`src/rtl/victim_pkg.sv`:
```
// Shared types and default sizing for the victim writeback buffer.
package victim_pkg;

   localparam int DEPTH_DEF          = 4;
   localparam int IDX_W_DEF          = 10;
   localparam int WORD_WID_DEF       = 64;
   localparam int WORDS_PER_LINE_DEF = 4;
   localparam int LINE_W_DEF         = WORDS_PER_LINE_DEF * WORD_WID_DEF;
   localparam int PTR_W_DEF          = $clog2(DEPTH_DEF);
   localparam int BEAT_W_DEF         = $clog2(WORDS_PER_LINE_DEF);
   localparam int CNT_W_DEF          = $clog2(DEPTH_DEF + 1);

   // One victim slot at the default sizing: occupancy flag, line index, line data.
   typedef struct packed {
      logic                  valid;
      logic [IDX_W_DEF-1:0]  idx;
      logic [LINE_W_DEF-1:0] line;
   } entry_t;

   // Drain state: IDLE waits for an occupied slot, BURST streams the head line.
   typedef enum logic {
      IDLE  = 1'b0,
      BURST = 1'b1
   } state_t;

endpackage

```
`src/rtl/victim_writeback_buffer_lookup.sv`:
```
// Youngest-match search over the victim slots for a probe index.
module victim_writeback_buffer_lookup
   import victim_pkg::*;
#(
   parameter int DEPTH = DEPTH_DEF,
   parameter int IDX_W = IDX_W_DEF,
   parameter int PTR_W = $clog2(DEPTH)
) (
   input  logic [DEPTH-1:0] slot_valid,
   input  logic [IDX_W-1:0] slot_idx [DEPTH],
   input  logic [PTR_W-1:0] wr_ptr,
   input  logic             lookup_valid,
   input  logic [IDX_W-1:0] lookup_idx,
   output logic             hit,
   output logic [PTR_W-1:0] slot
);

   logic [PTR_W-1:0] probe_slot;

   // Walk from the oldest position (at wr_ptr) to the youngest (wr_ptr-1); later matches override.
   always_comb begin
      hit        = 1'b0;
      slot       = '0;
      probe_slot = '0;
      if (lookup_valid) begin
         for (int k = DEPTH; k >= 1; k--) begin
            probe_slot = wr_ptr - PTR_W'(k);
            if (slot_valid[probe_slot] && (slot_idx[probe_slot] == lookup_idx)) begin
               hit  = 1'b1;
               slot = probe_slot;
            end
         end
      end
   end

endmodule

```
`src/rtl/victim_writeback_buffer.sv`:
```
// Victim line FIFO with multi-beat memory drain and same-cycle victim lookup.
//   state | meaning
//   IDLE  | no burst in flight; leaves on the edge after the buffer becomes non-empty
//   BURST | presenting the head line beat by beat to memory
module victim_writeback_buffer
   import victim_pkg::*;
#(
   parameter int DEPTH          = DEPTH_DEF,
   parameter int IDX_W          = IDX_W_DEF,
   parameter int WORD_WID       = WORD_WID_DEF,
   parameter int WORDS_PER_LINE = WORDS_PER_LINE_DEF
) (
   input  logic                               clk_i,
   input  logic                               rst_i,
   input  logic                               evict_valid_i,
   output logic                               evict_ready_o,
   input  logic [IDX_W-1:0]                   evict_idx_i,
   input  logic [WORDS_PER_LINE*WORD_WID-1:0] evict_data_i,
   input  logic                               lookup_valid_i,
   input  logic [IDX_W-1:0]                   lookup_idx_i,
   output logic                               lookup_hit_o,
   output logic [WORDS_PER_LINE*WORD_WID-1:0] lookup_data_o,
   output logic                               mem_valid_o,
   input  logic                               mem_ready_i,
   output logic [IDX_W-1:0]                   mem_idx_o,
   output logic [WORD_WID-1:0]                mem_data_o,
   output logic                               mem_last_o,
   output logic [$clog2(DEPTH+1)-1:0]         count_o
);

   localparam int LINE_W = WORDS_PER_LINE * WORD_WID;
   localparam int PTR_W  = $clog2(DEPTH);
   localparam int BEAT_W = $clog2(WORDS_PER_LINE);
   localparam int CNT_W  = $clog2(DEPTH + 1);

   localparam logic [CNT_W-1:0]  CNT_FULL  = CNT_W'(DEPTH);
   localparam logic [BEAT_W-1:0] BEAT_LAST = BEAT_W'(WORDS_PER_LINE - 1);

   logic [DEPTH-1:0]  valid_q;
   logic [IDX_W-1:0]  idx_q  [DEPTH];
   logic [LINE_W-1:0] line_q [DEPTH];

   logic [PTR_W-1:0]  wr_ptr_q;
   logic [PTR_W-1:0]  rd_ptr_q;
   logic [CNT_W-1:0]  count_q;
   logic [CNT_W-1:0]  count_nxt;
   logic [BEAT_W-1:0] beat_q;
   state_t            state_q;

   logic              bursting;
   logic              push;
   logic              beat_accept;
   logic              pop;
   logic              hit;
   logic [PTR_W-1:0]  hit_slot;

   assign bursting      = (state_q == BURST);
   assign evict_ready_o = (count_q != CNT_FULL);
   assign push          = evict_valid_i && evict_ready_o;
   assign beat_accept   = bursting && mem_ready_i;
   assign pop           = beat_accept && (beat_q == BEAT_LAST);
   assign count_o       = count_q;

   assign mem_valid_o = bursting;
   assign mem_idx_o   = bursting ? idx_q[rd_ptr_q] : '0;
   assign mem_data_o  = bursting ? line_q[rd_ptr_q][WORD_WID*int'(beat_q) +: WORD_WID] : '0;
   assign mem_last_o  = bursting && (beat_q == BEAT_LAST);

   // Occupancy after this cycle's push and pop.
   always_comb begin
      count_nxt = count_q;
      case ({push, pop})
         2'b10:   count_nxt = count_q + CNT_W'(1);
         2'b01:   count_nxt = count_q - CNT_W'(1);
         default: count_nxt = count_q;
      endcase
   end

   // Pointers, occupancy, beat counter and drain FSM.
   always_ff @(posedge clk_i) begin
      if (rst_i) begin
         state_q  <= IDLE;
         beat_q   <= '0;
         wr_ptr_q <= '0;
         rd_ptr_q <= '0;
         count_q  <= '0;
      end else begin
         count_q <= count_nxt;
         if (push) wr_ptr_q <= wr_ptr_q + PTR_W'(1);
         if (pop)  rd_ptr_q <= rd_ptr_q + PTR_W'(1);
         case (state_q)
            IDLE: begin
               beat_q <= '0;
               if (count_q != '0) state_q <= BURST;
            end
            BURST: begin
               if (pop) begin
                  beat_q <= '0;
                  if (count_nxt == '0) state_q <= IDLE;
               end else if (beat_accept) begin
                  beat_q <= beat_q + BEAT_W'(1);
               end
            end
            default: begin
               state_q <= IDLE;
               beat_q  <= '0;
            end
         endcase
      end
   end

   // Slot valid bits: a pop never targets the slot being pushed since the buffer is not full then.
   always_ff @(posedge clk_i) begin
      if (rst_i) begin
         valid_q <= '0;
      end else begin
         if (pop)  valid_q[rd_ptr_q] <= 1'b0;
         if (push) valid_q[wr_ptr_q] <= 1'b1;
      end
   end

   // Slot payload; qualified by valid_q so no reset needed.
   always_ff @(posedge clk_i) begin
      if (push) begin
         idx_q[wr_ptr_q]  <= evict_idx_i;
         line_q[wr_ptr_q] <= evict_data_i;
      end
   end

   victim_writeback_buffer_lookup #(
      .DEPTH (DEPTH),
      .IDX_W (IDX_W),
      .PTR_W (PTR_W)
   ) u_lookup (
      .slot_valid   (valid_q),
      .slot_idx     (idx_q),
      .wr_ptr       (wr_ptr_q),
      .lookup_valid (lookup_valid_i),
      .lookup_idx   (lookup_idx_i),
      .hit          (hit),
      .slot         (hit_slot)
   );

   assign lookup_hit_o  = hit;
   assign lookup_data_o = hit ? line_q[hit_slot] : '0;

endmodule

```
`config.mk`:
```
export PLATFORM = sky130hd
export DESIGN_NAME = victim_writeback_buffer
export DESIGN_NICKNAME = d
export VERILOG_FILES = /design/src/rtl/victim_pkg.sv /design/src/rtl/victim_writeback_buffer_lookup.sv /design/src/rtl/victim_writeback_buffer.sv
export SDC_FILE = /design/constraint.sdc
export NUM_CORES = 2
export LEC_CHECK = 0
export BUFFER_PORTS_ARGS = -buffer_cell sky130_fd_sc_hd__buf_2
export CORE_ASPECT_RATIO = 0.9
export CORE_MARGIN = 2
export CORE_UTILIZATION = 35
export CTS_BUF_LIST = sky130_fd_sc_hd__clkbuf_4 sky130_fd_sc_hd__clkbuf_8 sky130_fd_sc_hd__clkbuf_16
export DETAILED_ROUTE_END_ITERATION = 6
export PLACE_DENSITY_LB_ADDON = 0.15
export SLEW_MARGIN = 40
export SYNTH_ARGS = -nofsm -noshare
export SYNTH_HDL_FRONTEND = slang
export SYNTH_HIERARCHICAL = 1
export SYNTH_SLANG_ARGS = --single-unit
```
`constraint.sdc`:
```
create_clock -name clk_i -period 16.4 [get_ports clk_i]
set_input_delay 4.92 -clock clk_i [delete_from_list [all_inputs] [get_ports clk_i]]
set_output_delay 4.92 -clock clk_i [all_outputs]
set_load 0.05 [all_outputs]
```
==> impl_metrics.env <==
export IMPL_setup_viol=0
export IMPL_cp_required_ns=11.48
export IMPL_cts_buffers_inserted=115
export IMPL_synthTopCellsByArea="edfxtp_1 (62%), mux4_2 (13%), mux2i_1 (10%)"
export IMPL_synth_area_mux_share=0.230
export IMPL_cts_buffer_depth=3
export IMPL_min_from="count_o[1]"
export IMPL_grt_use_met1=0.301
export IMPL_antenna_found_initial=82
export IMPL_setup_tns_final_ns=0
export IMPL_ys_types=53
export IMPL_grt_max_degree=139
export IMPL_cts_tree="yes"
export IMPL_drive_above_1_share=0.323
export IMPL_ys_async_sr_fraction=0
export IMPL_synth_top_family_by_area="multiplexers"
export IMPL_synth_adder_area_share=0.00258
export IMPL_cts_resized=0
export IMPL_synth_area_sq_mm=0.0515
export IMPL_syn2layout_area_growth_pct=16.5
export IMPL_cts_reportedPaths_clkPinSlew_ns=0.06
export IMPL_synth_compound_area_frac=0.0497
export IMPL_place_ws_ns=2.66
export IMPL_core_rowCount=133
export IMPL_synth_seq_cells=1080
export IMPL_rsz0062_at_grt="no"
export IMPL_h_tree_depth=3
export IMPL_syn_nets=3304
export IMPL_slew_viol_final=0
export IMPL_grt_busiest_layer="met2"
export IMPL_worstSetupEndpointType="output pin"
export IMPL_cp_startpoint="lookup_idx_i[3]"
export IMPL_final_area_sq_mm=0.0600
export IMPL_wire_per_inst_microns=28.4
export IMPL_io_pins=618
export IMPL_maxSlewHeadroom=0.392
export IMPL_insertion_delay_ns=0.72
export IMPL_dieHeight_microns=368
export IMPL_power_density_mw_per_mm2=107
export IMPL_synth_simple_area_share=0.0485
export IMPL_cap_violations=0
export IMPL_critPathArrivalTime_ns=8.83
export IMPL_criticalPathCategory="primary input to output pin"
export IMPL_synth_edff_count=1064
export IMPL_use_met3=0.0458
export IMPL_worstMarginPinSlew_ns=0.912
export IMPL_syn_instance_count=3013
export IMPL_path_max_fanout=57
export IMPL_viasPerCell=5.42
export IMPL_final_core_util=0.411
export IMPL_status="completed"
export IMPL_ys_seq_area_frac=0.627
export IMPL_grt_pass1_wl_microns=226000
export IMPL_vdd_drop_max_uv=90.8
export IMPL_yosysTopAreaCellShare=0.621
export IMPL_totalWireLength_microns=160000
export IMPL_clock_sinks=1080
export IMPL_finClkSkew_ns=0.0422
export IMPL_final_setup_worst_slack_ns=2.65
export IMPL_maxClockFrequency_ghz=0.0727
export IMPL_syn_area_per_cell_sq_um=17.1
export IMPL_cts_setup_buffers=0
export IMPL_yosysWarnings=6
export IMPL_dpl_instance_area_sq_mm=0.0561
export IMPL_grt_pass1_vias=30900
export IMPL_num_vias=30600
export IMPL_synth_top_area_cell="edfxtp_1"
export IMPL_coreArea_sq_mm=0.146
export IMPL_ant_nets=0
export IMPL_port_buffers=617
export IMPL_synthFlopType="edfxtp_1"
export IMPL_clockRootBuffer="clkbuf_16"
export IMPL_hold_class="register to register"
export IMPL_start_kind="primary input"
export IMPL_grt_overflow_total=0
export IMPL_place_detailed_hpwl_microns=104000
export IMPL_period_share=0.839
export IMPL_synthXorXnorAreaFrac=0.00765
export IMPL_fin_nets=3875
export IMPL_gr_usage_met2=0.315
export IMPL_die_area_sq_mm=0.150
export IMPL_reg2reg_from="wr_ptr_q[1]"
export IMPL_period_minus_slack_ns=13.75
export IMPL_final_cell_mix="edfxtp_1 (1064), buf_2 (617), mux2i_1 (524), mux4_2 (292), and2_1 (269)"
export IMPL_drc=0
export IMPL_start_util=0.352
export IMPL_grtUsageTotal=0.207
export IMPL_ctsHoldBuffers=0
export IMPL_dr_pass1_iters=5
export IMPL_mostFrequentLayoutCell="edfxtp_1"
export IMPL_power_leakage_nw=19.8
export IMPL_die_w_microns=408
export IMPL_drt_iter0_markers=2730
export IMPL_finalHoldViolCount=0
export IMPL_gp_congestion=0.802
## sequential cells by signal, summed over array words and instances, names as in the netlist, named ones only
signal / count
beat_q: 2
count_o: 3
idx_q: 40
line_q: 1024
mem_valid_o: 1
rd_ptr_q: 2
valid_q: 4
wr_ptr_q: 2
## layer usage
layer,share of wire,vias to the layer above
li1,-,13400
met1,0.45,15800
met2,0.45,1084
met3,0.070,284
met4,0.025,52
met5,0.0020,-
## critical path, stage by stage
cell,delay (ns)
buf_2,0.17
xor2_1,0.17
o22a_1,0.22
or3_1,0.32
o21a_1,0.12
nor3_1,0.44
nor2_1,0.09
nor4b_1,0.40
o31a_4,0.54
buf_12,0.41
mux4_2,0.50
and2_1,0.20
buf_2,0.21
## final timing paths
check	endpoint	slack (ns)	depth (start not counted)
max	lookup_data_o[133]	2.65	13
min	count_o[1]	0.54	2
max reg2reg	line_q[2][122]	12.81	6
min reg2reg	count_o[1]	0.54	2
## per-stage QoR
step           hold WS [ns]  total power, mW  std cells
4_1_cts               0.549             6.48       5631
3_5_place_dp          0.537             3.92       5419
3_3_place_gp          0.530             3.92       5416
2_1_floorplan         0.486             3.71       3013
5_1_grt               0.565             6.64       5644
6_report              0.543             6.41       5649
## power breakdown
group | internal [mW] | switching [mW] | total [mW] | leakage (nW)
logic | 0.231 | 0.395 | 0.627 | 8.01
clock network | 1.46 | 1.09 | 2.55 | 1.85
registers | 3.18 | 0.0546 | 3.24 | 9.90
## cells in the mapped netlist (6+ instances only)
cell      count
o21ai_1      20
a21oi_1      10
a22oi_1     227
inv_1         6
edfxtp_1   1064
nand2_1     129
buf_8         7
xor2_1       11
mux2i_1     524
buf_4        17
dfxtp_1      16
nor2_1       23
buf_12       23
mux4_2      292
buf_1        15
a221oi_1     20
clkbuf_1     89
ha_1          9
o22ai_1      49
buf_2        40
and2_1      274
nand2b_1      7
buf_6        42
o21ai_0      20
xnor2_1      34
## layout make-up
type                    instances  area (sq um)
fillers                     13500         86100
flip-flops and latches       1080         32300
multi-input cells            1693         17500
repair buffers                687          4020
clock buffers                 141          3130
well taps                    1957          2450
clock inverters                71           556
diodes                         13          32.5
inverters                       7          26.3
## cell families (layout without fill, tap and decap cells)
| kind of cell | after synthesis | after routing |
|---|---|---|
| simple gates | 459 | 459 |
| mux | 819 | 819 |
| flops | 1080 | 1080 |
| buf+inv | 240 | 906 |
| xor+xnor | 45 | 45 |
| other cells | 0 | 13 |
| compound gates | 360 | 360 |
| fa+ha+maj | 10 | 10 |
Note: power is estimated with default switching activity, not from simulation.
